### src/rtl/lbp_pkg.sv
// lbp_pkg: shared constants, state encoding and border test for the LBP frame sequencer.
package lbp_pkg;

    localparam int IMG_W        = 128;
    localparam int ADDR_W       = 14;
    localparam int HALF_W       = ADDR_W / 2;
    localparam int FRAME_PIXELS = IMG_W * IMG_W;
    localparam int LBP_PIXELS   = (IMG_W - 2) * (IMG_W - 2);

    typedef enum logic [1:0] {
        IDLE = 2'd0,
        LOAD = 2'd1,
        RUN  = 2'd2,
        DONE = 2'd3
    } state_e;

    // Low half of a raster address is x, high half is y; the border is any pixel
    // on the first/last row or column.
    function automatic logic is_border(input logic [ADDR_W-1:0] a);
        logic [HALF_W-1:0] x;
        logic [HALF_W-1:0] y;
        x = a[HALF_W-1:0];
        y = a[ADDR_W-1:HALF_W];
        return (x == '0) || (x == '1) || (y == '0) || (y == '1);
    endfunction

endpackage

### src/rtl/lbp_watchdog.sv
// lbp_watchdog: counts consecutive enabled cycles without a kick and flags expiry.
module lbp_watchdog #(
    parameter int                WDOG_W   = 20,
    parameter logic [WDOG_W-1:0] WDOG_MAX = {WDOG_W{1'b1}}
) (
    input  logic clk,
    input  logic reset,
    input  logic enable,
    input  logic clear,
    input  logic kick,
    output logic expired
);

    logic [WDOG_W-1:0] cnt_q;
    logic [WDOG_W-1:0] cnt_d;

    // cnt_q holds the number of idle cycles already completed; a kick or clear restarts it
    always_comb begin
        cnt_d = (clear || kick) ? '0 : (enable ? cnt_q + 1'b1 : cnt_q);
    end

    // expiry fires on the WDOG_MAX-th consecutive enabled cycle without a kick
    always_comb begin
        expired = enable && !kick && (cnt_q == WDOG_MAX - 1'b1);
    end

    // counter register
    always_ff @(posedge clk or negedge reset) begin
        if (!reset) begin
            cnt_q <= '0;
        end else begin
            cnt_q <= cnt_d;
        end
    end

endmodule

### src/rtl/lbp_frame_ctrl.sv
// lbp_frame_ctrl: loads one image, zero-fills the LBP border, runs and supervises the LBP engine.
module lbp_frame_ctrl
    import lbp_pkg::*;
#(
    parameter int                WDOG_W   = 20,
    parameter logic [WDOG_W-1:0] WDOG_MAX = 20'hFFFFF
) (
    input  logic              clk,
    input  logic              reset,
    input  logic              start,
    output logic              busy,
    output logic              done,
    output logic              err_count,
    output logic              err_timeout,
    input  logic              host_valid,
    output logic              host_ready,
    input  logic [7:0]        host_data,
    output logic              gmem_we,
    output logic [ADDR_W-1:0] gmem_addr,
    output logic [7:0]        gmem_wdata,
    output logic              eng_rst,
    output logic              gray_ready,
    input  logic [ADDR_W-1:0] eng_gray_addr,
    input  logic [ADDR_W-1:0] eng_lbp_addr,
    input  logic              eng_lbp_valid,
    input  logic [7:0]        eng_lbp_data,
    input  logic              eng_finish,
    output logic              lmem_we,
    output logic [ADDR_W-1:0] lmem_addr,
    output logic [7:0]        lmem_wdata
);

    state_e            state_q, state_d;
    logic [ADDR_W-1:0] load_cnt_q, load_cnt_d;
    logic [ADDR_W-1:0] valid_cnt_q, valid_cnt_d;
    logic              err_count_q, err_count_d;
    logic              err_timeout_q, err_timeout_d;
    logic              start_acc;
    logic              in_run;
    logic              wdog_expired;

    assign start_acc   = (state_q == IDLE) && start;
    assign in_run      = (state_q == RUN);
    assign err_count   = err_count_q;
    assign err_timeout = err_timeout_q;

    lbp_watchdog #(
        .WDOG_W   (WDOG_W),
        .WDOG_MAX (WDOG_MAX)
    ) u_wdog (
        .clk     (clk),
        .reset   (reset),
        .enable  (in_run),
        .clear   (start_acc),
        .kick    (in_run && eng_lbp_valid),
        .expired (wdog_expired)
    );

    // frame sequencing: next state, pixel counters and sticky error flags
    always_comb begin
        state_d       = state_q;
        load_cnt_d    = load_cnt_q;
        valid_cnt_d   = valid_cnt_q;
        err_count_d   = err_count_q;
        err_timeout_d = err_timeout_q;
        case (state_q)
            IDLE: begin
                if (start) begin
                    load_cnt_d    = '0;
                    valid_cnt_d   = '0;
                    err_count_d   = 1'b0;
                    err_timeout_d = 1'b0;
                    state_d       = LOAD;
                end
            end
            LOAD: begin
                if (host_valid) begin
                    load_cnt_d = load_cnt_q + 1'b1;
                    if (load_cnt_q == ADDR_W'(FRAME_PIXELS - 1)) state_d = RUN;
                end
            end
            RUN: begin
                valid_cnt_d = valid_cnt_q + ADDR_W'(eng_lbp_valid);
                if (eng_finish) begin
                    state_d = DONE;
                end else if (wdog_expired) begin
                    err_timeout_d = 1'b1;
                    state_d       = DONE;
                end
            end
            DONE: begin
                err_count_d = (valid_cnt_q != ADDR_W'(LBP_PIXELS));
                state_d     = IDLE;
            end
            default: state_d = IDLE;
        endcase
    end

    // status outputs and memory port muxes; LOAD owns both memories, RUN hands them to the engine
    always_comb begin
        busy       = (state_q != IDLE);
        done       = (state_q == DONE);
        eng_rst    = (state_q == IDLE);
        host_ready = (state_q == LOAD);
        gray_ready = in_run;
        gmem_we    = host_ready && host_valid;
        gmem_addr  = in_run ? eng_gray_addr : (host_ready ? load_cnt_q : '0);
        gmem_wdata = gmem_we ? host_data : 8'h00;
        lmem_we    = in_run ? eng_lbp_valid : (gmem_we && is_border(load_cnt_q));
        lmem_addr  = in_run ? eng_lbp_addr : (host_ready ? load_cnt_q : '0);
        lmem_wdata = in_run ? eng_lbp_data : 8'h00;
    end

    // state and counter registers; reset aborts any frame in progress
    always_ff @(posedge clk or negedge reset) begin
        if (!reset) begin
            state_q       <= IDLE;
            load_cnt_q    <= '0;
            valid_cnt_q   <= '0;
            err_count_q   <= 1'b0;
            err_timeout_q <= 1'b0;
        end else begin
            state_q       <= state_d;
            load_cnt_q    <= load_cnt_d;
            valid_cnt_q   <= valid_cnt_d;
            err_count_q   <= err_count_d;
            err_timeout_q <= err_timeout_d;
        end
    end

endmodule
### config.mk
export PLATFORM = sky130hd
export DESIGN_NAME = lbp_frame_ctrl
export DESIGN_NICKNAME = d
export VERILOG_FILES = /design/src/rtl/lbp_pkg.sv /design/src/rtl/lbp_watchdog.sv /design/src/rtl/lbp_frame_ctrl.sv
export SDC_FILE = /design/constraint.sdc
export NUM_CORES = 1
export LEC_CHECK = 0
export ABC_AREA = 1
export CAP_MARGIN = 25
export CORE_UTILIZATION = 30
export CTS_CLUSTER_DIAMETER = 80
export CTS_CLUSTER_SIZE = 28
export DETAILED_ROUTE_END_ITERATION = 10
export GPL_ROUTABILITY_DRIVEN = 0
export PLACE_DENSITY = 0.61
export SKIP_LAST_GASP = 1
export SLEW_MARGIN = 0
export SYNTH_ARGS = -nofsm -noshare
export SYNTH_HDL_FRONTEND = slang
export SYNTH_SLANG_ARGS = --single-unit
### constraint.sdc
create_clock -name clk -period 3.94 [get_ports clk]
set_input_delay 0.591 -clock clk [delete_from_list [all_inputs] [get_ports clk]]
set_output_delay 0.591 -clock clk [all_outputs]
set_load 0.02 [all_outputs]
==> results by group, run 1 <==
Status
  – Outcome: finished clean

Final layout
  – Post-layout util: between 40% and 50%
  – Area of the multi-input gates: between 1500 and 2000 um^2
  – Share of layout cells above drive strength 1: 3.616%
  – Final instance area: just under 5000 um^2
  – Nets: between 600 and 700
  – Sequential cell area: about 1300 um^2
  – Number of diodes: 0
  – Area grow syn2layout: 37.91%
  – Fillers: 1163

Power and ir drop
  – Clock network fraction of total power: about a fifth
  – NetSw: between 0.9 and 1 mW
  – Sequential group share of total power: between 20% and 30%
  – LEAKAGE: ~2.2 nW
  – Power Internal: 1.293 mW
  – Max IR drop VDD: between 0.2 and 0.3 mV
  – Total Power: 2.291 mW
  – Combinational Power Share: between 50% and 60%
  – Switching share of power: a little over two fifths
  – P per Cell Area: roughly 480 nW/um^2

STA
  – Endpoints failing setup: 0
  – Post-route clock skew: about 0.0029 ns
  – Hold Vio Cnt, Final: 0
  – Slew at the pin closest to its max-slew limit: 0.7712 ns
  – Period utilization: between 80% and 90%
  – RSZ-0062 raised after global routing: no
  – Slew Limit Fails: 0
  – Min cycle time layout: between 3 and 4 ns
  – Max_slew headroom: between 40% and 50%
  – Setup TNS: 0 ns
  – Fmax: a little under 300 MHz

CTS
  – Clk pin slew, worst setup/hold paths: approximately 0.07 ns
  – Root Buffer: clkbuf_16
  – Hold buffers post-CTS: 0
  – H-tree levels: 2
  – CTS buffer count: 5
  – Clock sink count: 52
  – Clock Tree Buf Depth: 2
  – Worst skew pair latency: 0.29 ns
  – CTS tree: yes
  – Post-CTS setup buffer count: 0
  – CTS resizes: 0

Logic synthesis
  – Xor-xnor portion of the synthesized cell area: less than 1%
  – Synth top area share: approximately 37%
  – Mean Syn Cell Area: 6.520 um^2
  – Gate Count Post-Synth: ~540
  – Sequential-to-total area share from yosys stat: a little under two fifths
  – Largest family of logic cells by synthesized area: simple AND/OR/NAND/NOR gates
  – Syn. warnings: 0
  – Syn_nets: between 500 and 600
  – Post-synth top area cell: dfrtp_1
  – Mapped cell area: between 3000 and 4000 um^2
  – Synth cell types: 32
  – Synth Area in Compound Gates: between 10% and 20%
  – Yosys reg bits: 52
  – Mux cell area share after synthesis: 0%
  – Simple-Gate Fraction of Synth Area: about a third
  – Top post-synthesis cells by area: dfrtp_1 (37%), nand2_1 (15%), inv_1 (8.9%)
  – Adder-cell share of the synthesized area: about 3.9%

Drt
  – DR iter-0 viols: ~240
  – Met1 WL: roughly 4900 um
  – Routed wire length: about 10000 um
  – Via-per-instance ratio: 4.786
  – Antenna-violating nets left: 0
  – Total number of vias: ~3700
  – Wire length on met2: 4752 um
  – DR WL met3: roughly 460 um
  – DR top layer: met4
  – First-pass DRT Iterations: 5
  – Routed WL per cell: approximately 13 um
  – # DRC: 0

Critical path
  – Worst path required time: between 3 and 4 ns
  – Critical Path Sink Type: output port
  – Crit path max fanout: 29
  – Worst reg2reg path depth: 11
  – CP Class: reg -> out
  – Element type at the critical path start: flop
  – Worst EP arrival: 2.80 ns

Min path
  – Hold Crit Class: in -> async

Floorplan
  – Io pins: 103
  – Starting density of the core: 30.68%
  – Chip height: around 110 um
  – Die ar.: between 10000 and 15000 um^2
  – Core box area: 11370 um^2
  – Row count: 39
  – Die width: 109.8 um

Global route
  – Initial antenna violation count: 0
  – First-pass GRT wire length: roughly 17000 um
  – Largest net degree at the start of global routing: 50
  – GRT Util Overall: around 18%
  – Total grt overflow: 0
  – Vias in the first global route: about 3500

Placed design
  – HPWL after DPL: about 8000 um
  – PortBufs: about 100
  – DP Area: 4642 um^2

Flow run
  – Max-Cap Viols: 0
synthesized netlist by cell type:
library cell and number:
nor2_4 1, o21ai_0 54, or2_2 1, clkbuf_1 7
inv_1 83, nor2_2 2, o21ai_1 2, nor3_1 18
xnor2_1 1, o21ai_2 1, nand2_4 1, o22ai_1 1
nand2_1 137, ha_1 11, dfrtp_1 52, o31ai_1 1
inv_2 2, nand2_2 2, a21oi_1 23, o21bai_1 1
nand3_2 1, nand4_1 14, or2_1 1, a211oi_1 1
nand3b_1 1, buf_2 1, a31oi_1 2, clkbuf_2 2
buf_4 2, nand3_1 30, nor2_1 78, o21a_1 1
worst max-delay path: stages, from the launching register on:
cell and delay (ns):
dfrtp_1 0.42, inv_1 0.12, ha_1 0.39, nand2_1 0.54, o21ai_0 0.37, clkdlybuf4s50_1 0.66
layout make-up:
class | instances | area share, %
timing repair buffer | 105 | 21.85
sequential | 52 | 27.05
multi-input combinational | 386 | 37.66
tap | 143 | 3.719
clock inverter | 2 | 0.2081
clock buffer | 6 | 2.887
inverter | 85 | 6.632
cells by family after synthesis:
group | after synthesis
buffers and inverters | 97
and+or+nand+nor | 287
xor gates and xnor gates | 1
AOI/OAI and AO/OA | 87
DFF | 52
adders and majority gates | 11
final timing paths:
path	from	endpoint	slack, ns
min reg2reg	u_wdog.cnt_q[5]	u_wdog.cnt_q[5]	0.50
max in group asynchronous	reset	err_timeout	3.12
min in group clk	u_wdog.cnt_q[5]	u_wdog.cnt_q[5]	0.50
max reg2reg	state_q[0]	u_wdog.cnt_q[18]	1.64
min	reset	u_wdog.cnt_q[11]	0.15
max	state_q[1]	lmem_addr[0]	0.55
routing by layer:
metal | vias up | global-route usage, %
li1 | 1899 | -
met4 | 0 | 6.571
met5 | - | 0
met1 | 1722 | 23.96
met3 | 14 | 2.608
met2 | 93 | 28.88
per-stage QoR:
stage | hold slack [ns] | std cells | setup slack [ns]
global placement | 0.4826 | 770 | 1.045
global route | 0.1594 | 779 | 0.3185
CTS | 0.4997 | 778 | 0.5898
floorplan | 0.2954 | 535 | 1.507
detailed placement | 0.4838 | 770 | 0.9168
finish | 0.1456 | 779 | 0.5496
registers in the layout (all words and copies together), names as in the netlist:
register      flops
valid_cnt_q      14
err_count         1
err_timeout       1
state_q           2
load_cnt_q       14
u_wdog.cnt_q     20
placed cells by master (no fill, tap or decap), drive strengths merged, types with 11 or more instances in the layout:
cell type | netlist | layout
a21oi | 23 | 23
clkdlybuf4s50 | 0 | 101
dfrtp | 52 | 52
ha | 11 | 11
inv | 85 | 85
nand2 | 140 | 140
nand3 | 31 | 31
nand4 | 14 | 14
nor2 | 81 | 81
nor3 | 18 | 18
o21ai | 57 | 57
power by group through the flow:
stage	clock (mW)	sequential [mW]	combinational, mW
global route	0.479	0.633	1.34
detailed placement	0	0.636	1.21
finish	0.448	0.626	1.22
CTS	0.466	0.625	1.22
floorplan	0	0.631	0.715
global placement	0	0.631	1.20
Note: power is estimated with default switching activity, not from simulation.
==> run 2, diff against run 1 <==
--- a/config.mk
+++ b/config.mk
@@ -12,6 +12,7 @@
 export CTS_CLUSTER_SIZE = 28
 export DETAILED_ROUTE_END_ITERATION = 10
 export GPL_ROUTABILITY_DRIVEN = 0
+export GPL_TIMING_DRIVEN = 0
 export PLACE_DENSITY = 0.61
 export SKIP_LAST_GASP = 1
 export SLEW_MARGIN = 0
==> run 2 against run 1 <==
Against the previous run:
- power is 6.4% higher
- sequential power hardly changed
- final cell count up 1.3%
- critical endpoint is now lmem_addr[11]
==> results by group, run 2 (synthesis gave the netlist of run 1 again) <==
Status
  – Outcome: finished clean

Final layout
  – Largest Register: u_wdog.cnt_q
  – Nets: 706
  – Non-filler cells, final: a little under 800
  – Area grow syn2layout: 40.06%
  – Max reg flops: 20
  – Number of diodes: 0
  – Commonest non-fill, non-tap cell in the layout: nand2_1
  – Share of layout cells above drive strength 1: 4.025%
  – Biggest regs: u_wdog.cnt_q (20), load_cnt_q (14), valid_cnt_q (14)
  – Most frequent cells in the layout: nand2_1 (137), clkdlybuf4s50_1 (101), inv_1 (83)

Drt
  – Routed wire length: around 11000 um
  – # DRC: 0
  – Antenna-violating nets left: 0
  – First-pass DRT Iterations: 5
  – Routed WL per cell: about 13 um
  – Via-per-instance ratio: 4.888
  – Total number of vias: around 3900
  – DR iter-0 viols: between 300 and 400

STA
  – Setup TNS: 0 ns
  – Hold Vio Cnt, Final: 0
  – Slew at the pin closest to its max-slew limit: around 0.64 ns
  – Slew Limit Fails: 0
  – RSZ-0062 raised after global routing: no
  – WHS: between 0.2 and 0.3 ns
  – Max_slew headroom: a little under three fifths
  – Min cycle time layout: 3.376 ns
  – Endpoints failing setup: 0
  – Fmax: about 300 MHz
  – Period utilization: between 80% and 90%
  – Final worst setup slack: 0.5639 ns
  – Post-route clock skew: ~0.0056 ns

CTS
  – CTS resizes: 0
  – Clock Tree Buf Depth: 2
  – CTS buffer count: 5
  – Worst skew pair latency: between 0.2 and 0.3 ns
  – Post-CTS setup buffer count: 0
  – Clock sink count: 52
  – Hold buffers post-CTS: 0
  – Root Buffer: clkbuf_16
  – CTS tree: yes
  – Clk pin slew, worst setup/hold paths: about 0.07 ns
  – H-tree levels: 2

Critical path
  – Critical Path Sink Type: output port
  – Crit path max fanout: 10
  – CP Class: reg -> out
  – Worst path required time: about 3.4 ns
  – Worst EP arrival: about 2.8 ns
  – Element type at the critical path start: flop

Placed design
  – PortBufs: 102
  – HPWL after DPL: about 8400 um
  – Pre-CTS setup slack: about 0.85 ns
  – Placed cell count: slightly below 800

Global route
  – GR Util met1: between 20% and 30%
  – Gr busiest metal: met2
  – Initial antenna violation count: 0
  – First-pass GRT wire length: ~18000 um
  – Routing usage on met3: about 2.4%
  – Total grt overflow: 0
  – Largest net degree at the start of global routing: 32
  – Met2 usage: approximately 32%
  – GRT Util Overall: 18.65%
  – Vias in the first global route: roughly 3700

Floorplan
  – Die width: between 100 and 150 um
  – Io pins: approximately 100
  – Chip height: approximately 110 um
  – Core box area: 11370 um^2
  – Starting density of the core: 30.68%
  – Row count: 39
  – Die ar.: 12060 um^2

Power and ir drop
  – Max IR drop VDD: 0.2869 mV
  – P per Cell Area: approximately 500 nW/um^2
  – LEAKAGE: between 2 and 2.5 nW
  – Total Power: ~2.4 mW

Min path
  – Hold Crit Class: in -> async

Flow run
  – Max-Cap Viols: 0
run 2: changes by cell type in the layout (fill, tap and decap cells not counted), sizes merged:
cell and change:
buf +1, bufinv +1, clkinv -2, clkbuf +10
run 2: cell type report:
type,count,area (um^2)
plain buffers,12,56.30
fillers,1176,6484
repair buffers,103,1036
clock buffers,7,152.6
well taps,143,178.9
clock inverters,1,30.03
flip-flops and latches,52,1301
multi-input cells,386,1812
inverters,85,319.1
run 2: critical path: stages, from the launching register on:
cell and delay, ns:
dfrtp_1 0.43, inv_1 0.12, ha_1 0.30, inv_2 0.11, nand2_1 0.10, clkbuf_1 0.35
clkbuf_1 0.37, o21ai_0 0.15, clkdlybuf4s50_1 0.57
run 2: layer usage:
metal | share of wire (%) | wire length (um) | up-vias
met2 | 48 | 5144 | 108
li1 | - | - | 1914
met5 | 0 | 0 | -
met1 | 47 | 4964 | 1831
met3 | 4.2 | 451 | 4
met4 | 0.71 | 76 | 0
run 2: metrics by stage:
| stage | utilization, % | area, um^2 |
|---|---|---|
| after floorplan | - | 3488 |
| after global placement | 41.23 | 4688 |
| after detailed placement | 41.37 | 4703 |
| after CTS | 42.97 | 4886 |
| after global routing | 42.97 | 4886 |
| final | 42.97 | 4886 |
run 2: path summary, 6_finish.rpt:
| check | startpoint | end | slack [ns] | cells past startpoint |
|---|---|---|---|---|
| max | state_q[0] | lmem_addr[11] | 0.56 | 8 |
| min in group clk | u_wdog.cnt_q[5] | u_wdog.cnt_q[5] | 0.50 | 1 |
| min | reset | u_wdog.cnt_q[6] | 0.29 | 1 |
| max reg2reg | state_q[0] | valid_cnt_q[7] | 1.63 | 7 |
| min reg2reg | u_wdog.cnt_q[5] | u_wdog.cnt_q[5] | 0.50 | 1 |
| max in group asynchronous | reset | valid_cnt_q[3] | 3.08 | 2 |
run 2: power breakdown:
group          internal, mW  switching (mW)  leakage, nW
combinational         0.487           0.796         1.41
clock                 0.335           0.192       0.0901
sequential            0.581          0.0450        0.716
==> run 3, diff against run 2 <==
--- a/config.mk
+++ b/config.mk
@@ -8,6 +8,7 @@
 export ABC_AREA = 1
 export CAP_MARGIN = 25
 export CORE_UTILIZATION = 30
+export CTS_BUF_LIST = sky130_fd_sc_hd__clkbuf_16
 export CTS_CLUSTER_DIAMETER = 80
 export CTS_CLUSTER_SIZE = 28
 export DETAILED_ROUTE_END_ITERATION = 10
==> constraint.sdc (replaced) <==
create_clock -name clk -period 3.94 [get_ports clk]
set_input_delay 0.394 -clock clk [delete_from_list [all_inputs] [get_ports clk]]
set_output_delay 0.394 -clock clk [all_outputs]
set_load 0.02 [all_outputs]
==> run 3 against run 2 <==
Against the previous run:
- wire length down 0.66%
- via count is 0.16% higher
- worst setup slack better by 0.20 ns
- sequential share of layout area is 0.11 points higher
- count of clock-buffer cells in the layout is 2 lower
- combinational power about the same
- critical path depth did not move
- cell area fell by 0.41%
- critical endpoint unchanged
==> results by group, run 3 (synthesis gave the netlist of run 1 again) <==
CTS
  – Post-CTS setup buffer count: 0
  – Worst skew pair latency: approximately 0.29 ns
  – Clock sink count: 52
  – CTS buffer count: 5
  – Clk pin slew, worst setup/hold paths: around 0.070 ns
  – CTS tree: yes
  – H-tree levels: 2
  – Clock Tree Buf Depth: 2
  – CTS resizes: 0
  – Root Buffer: clkbuf_16
  – Hold buffers post-CTS: 0

Placed design
  – Pre-CTS setup slack: 1.045 ns
  – HPWL after DPL: 8408 um
  – PortBufs: 102

Drt
  – First-pass DRT Iterations: 7
  – Total number of vias: between 3000 and 4000
  – DR iter-0 viols: 293
  – Via-per-instance ratio: approximately 4.9
  – Routed wire length: approximately 11000 um
  – Routed WL per cell: between 10 and 15 um
  – Antenna-violating nets left: 0
  – # DRC: 0

Critical path
  – Cell breakdown of the critical path: inv_1 -> ha_1 -> inv_2 -> nand2_1 -> clkbuf_1 -> clkbuf_1 -> o21ai_0 -> clkdlybuf4s50_1
  – Worst path buffer plus inverter count: 5
  – Crit path max fanout: 10
  – Critical Path Sink Type: output port
  – Setup crit start: state_q[0]
  – Family with the most delay on the worst path: buffers and inverters
  – Worst path required time: ~3.6 ns
  – Worst EP arrival: approximately 2.8 ns
  – Crit-path max cell delay: between 0.5 and 0.6 ns
  – CP Class: reg -> out
  – Element type at the critical path start: flop
  – Crit path top cell by count: clkbuf_1
  – Slowest cell on the critical path: clkdlybuf4s50_1
  – Crit Reg-Reg Startpoint: state_q[0]

Floorplan
  – Core box area: between 10000 and 15000 um^2
  – Die width: around 110 um
  – Die ar.: roughly 12000 um^2
  – Starting density of the core: between 30 and 40%
  – Io pins: 103
  – Row count: 39
  – Chip height: 109.8 um

Final layout
  – Max reg flops: 20
  – Fillers: approximately 1200
  – Number of diodes: 0
  – Biggest regs: u_wdog.cnt_q (20), load_cnt_q (14), valid_cnt_q (14)
  – Share of layout cells above drive strength 1: 3.715%
  – Largest Register: u_wdog.cnt_q
  – Most frequent cells in the layout: nand2_1 (137), clkdlybuf4s50_1 (101), inv_1 (83)
  – Area grow syn2layout: 39.49%
  – Nets: 706
  – Commonest non-fill, non-tap cell in the layout: nand2_1

Global route
  – Total grt overflow: 0
  – First-pass GRT wire length: around 18000 um
  – GRT Util Overall: a little under a fifth
  – Vias in the first global route: 3683
  – Initial antenna violation count: 0
  – Largest net degree at the start of global routing: 32

STA
  – Hold Vio Cnt, Final: 0
  – RSZ-0062 raised after global routing: no
  – Post-route clock skew: roughly 0.0069 ns
  – WHS: approximately 0.095 ns
  – Slew at the pin closest to its max-slew limit: about 0.63 ns
  – Slew Limit Fails: 0
  – Final worst setup slack: approximately 0.76 ns
  – Fmax: about 310 MHz
  – Period utilization: between 80 and 90%
  – Max_slew headroom: between 50% and 60%
  – Endpoints failing setup: 0
  – Setup TNS: 0 ns
  – Min cycle time layout: ~3.2 ns

Power and ir drop
  – LEAKAGE: about 2.2 nW
  – Clock network fraction of total power: approximately a fifth
  – Switching share of power: 43.06%
  – P per Cell Area: between 400 and 500 nW/um^2
  – Max IR drop VDD: just under 0.3 mV
  – Total Power: 2.395 mW
  – Power Internal: 1.364 mW
  – NetSw: 1.031 mW
  – Combinational Power Share: a little over half
  – Sequential group share of total power: about a quarter

Status
  – Outcome: finished clean

Min path
  – Hold Crit Class: in -> async

Flow run
  – Max-Cap Viols: 0
## run 3: changes by cell type in the layout (fill, tap and decap cells not counted)
cell      change
clkbuf_8      -2
clkinv_1      +2
## run 3: power by group through the flow
stage / Clock [mW] / Combinational, mW / Sequential, mW
6_report: 0.488 / 1.28 / 0.626
5_1_grt: 0.518 / 1.40 / 0.634
4_1_cts: 0.501 / 1.29 / 0.626
3_5_place_dp: 0 / 1.29 / 0.636
3_3_place_gp: 0 / 1.27 / 0.632
2_1_floorplan: 0 / 0.715 / 0.631
## run 3: worst reg2reg max path, stage by stage (launching register included)
cell     delay (ns)
dfrtp_1        0.43
inv_1          0.12
ha_1           0.31
nand2_1        0.27
nor2_1         0.56
inv_1          0.26
nand3_1        0.15
inv_1          0.06
## run 3: metal layers
| metal | global-route usage, % | wire length (um) | up-vias |
|---|---|---|---|
| li1 | - | - | 1920 |
| met1 | 24.63 | 4983 | 1829 |
| met2 | 31.87 | 5068 | 107 |
| met3 | 2.430 | 427 | 7 |
| met4 | 4.762 | 87 | 0 |
| met5 | 0 | 0 | - |
## run 3: path summary, 6_finish.rpt
path / end / slack (ns) / cells past startpoint
min in group clk: u_wdog.cnt_q[5] / 0.50 / 1
worst max register to register: valid_cnt_q[7] / 1.67 / 7
worst max-delay path: lmem_addr[11] / 0.76 / 8
max in group asynchronous: valid_cnt_q[2] / 3.27 / 2
worst min register to register: u_wdog.cnt_q[5] / 0.50 / 1
worst min-delay path: u_wdog.cnt_q[6] / 0.09 / 1
## run 3: cell type report
| type | instances | area [um^2] | area share, % |
|---|---|---|---|
| inverter | 85 | 319.1 | 6.557 |
| clock inverter | 3 | 37.54 | 0.7714 |
| sequential | 52 | 1301 | 26.74 |
| timing repair buffer | 103 | 1036 | 21.29 |
| clock buffer | 5 | 125.1 | 2.571 |
| tap | 143 | 178.9 | 3.677 |
| buffer | 12 | 56.30 | 1.157 |
| multi-input combinational | 386 | 1812 | 37.23 |
## run 3: stage by stage
| step | instances | cell area, um^2 | utilization [%] |
|---|---|---|---|
| after CTS | 789 | 4866 | 42.80 |
| after global routing | 789 | 4866 | 42.80 |
| final | 789 | 4866 | 42.80 |
| after global placement | 780 | 4688 | 41.23 |
| after detailed placement | 781 | 4703 | 41.37 |
| after floorplan | 535 | 3488 | - |
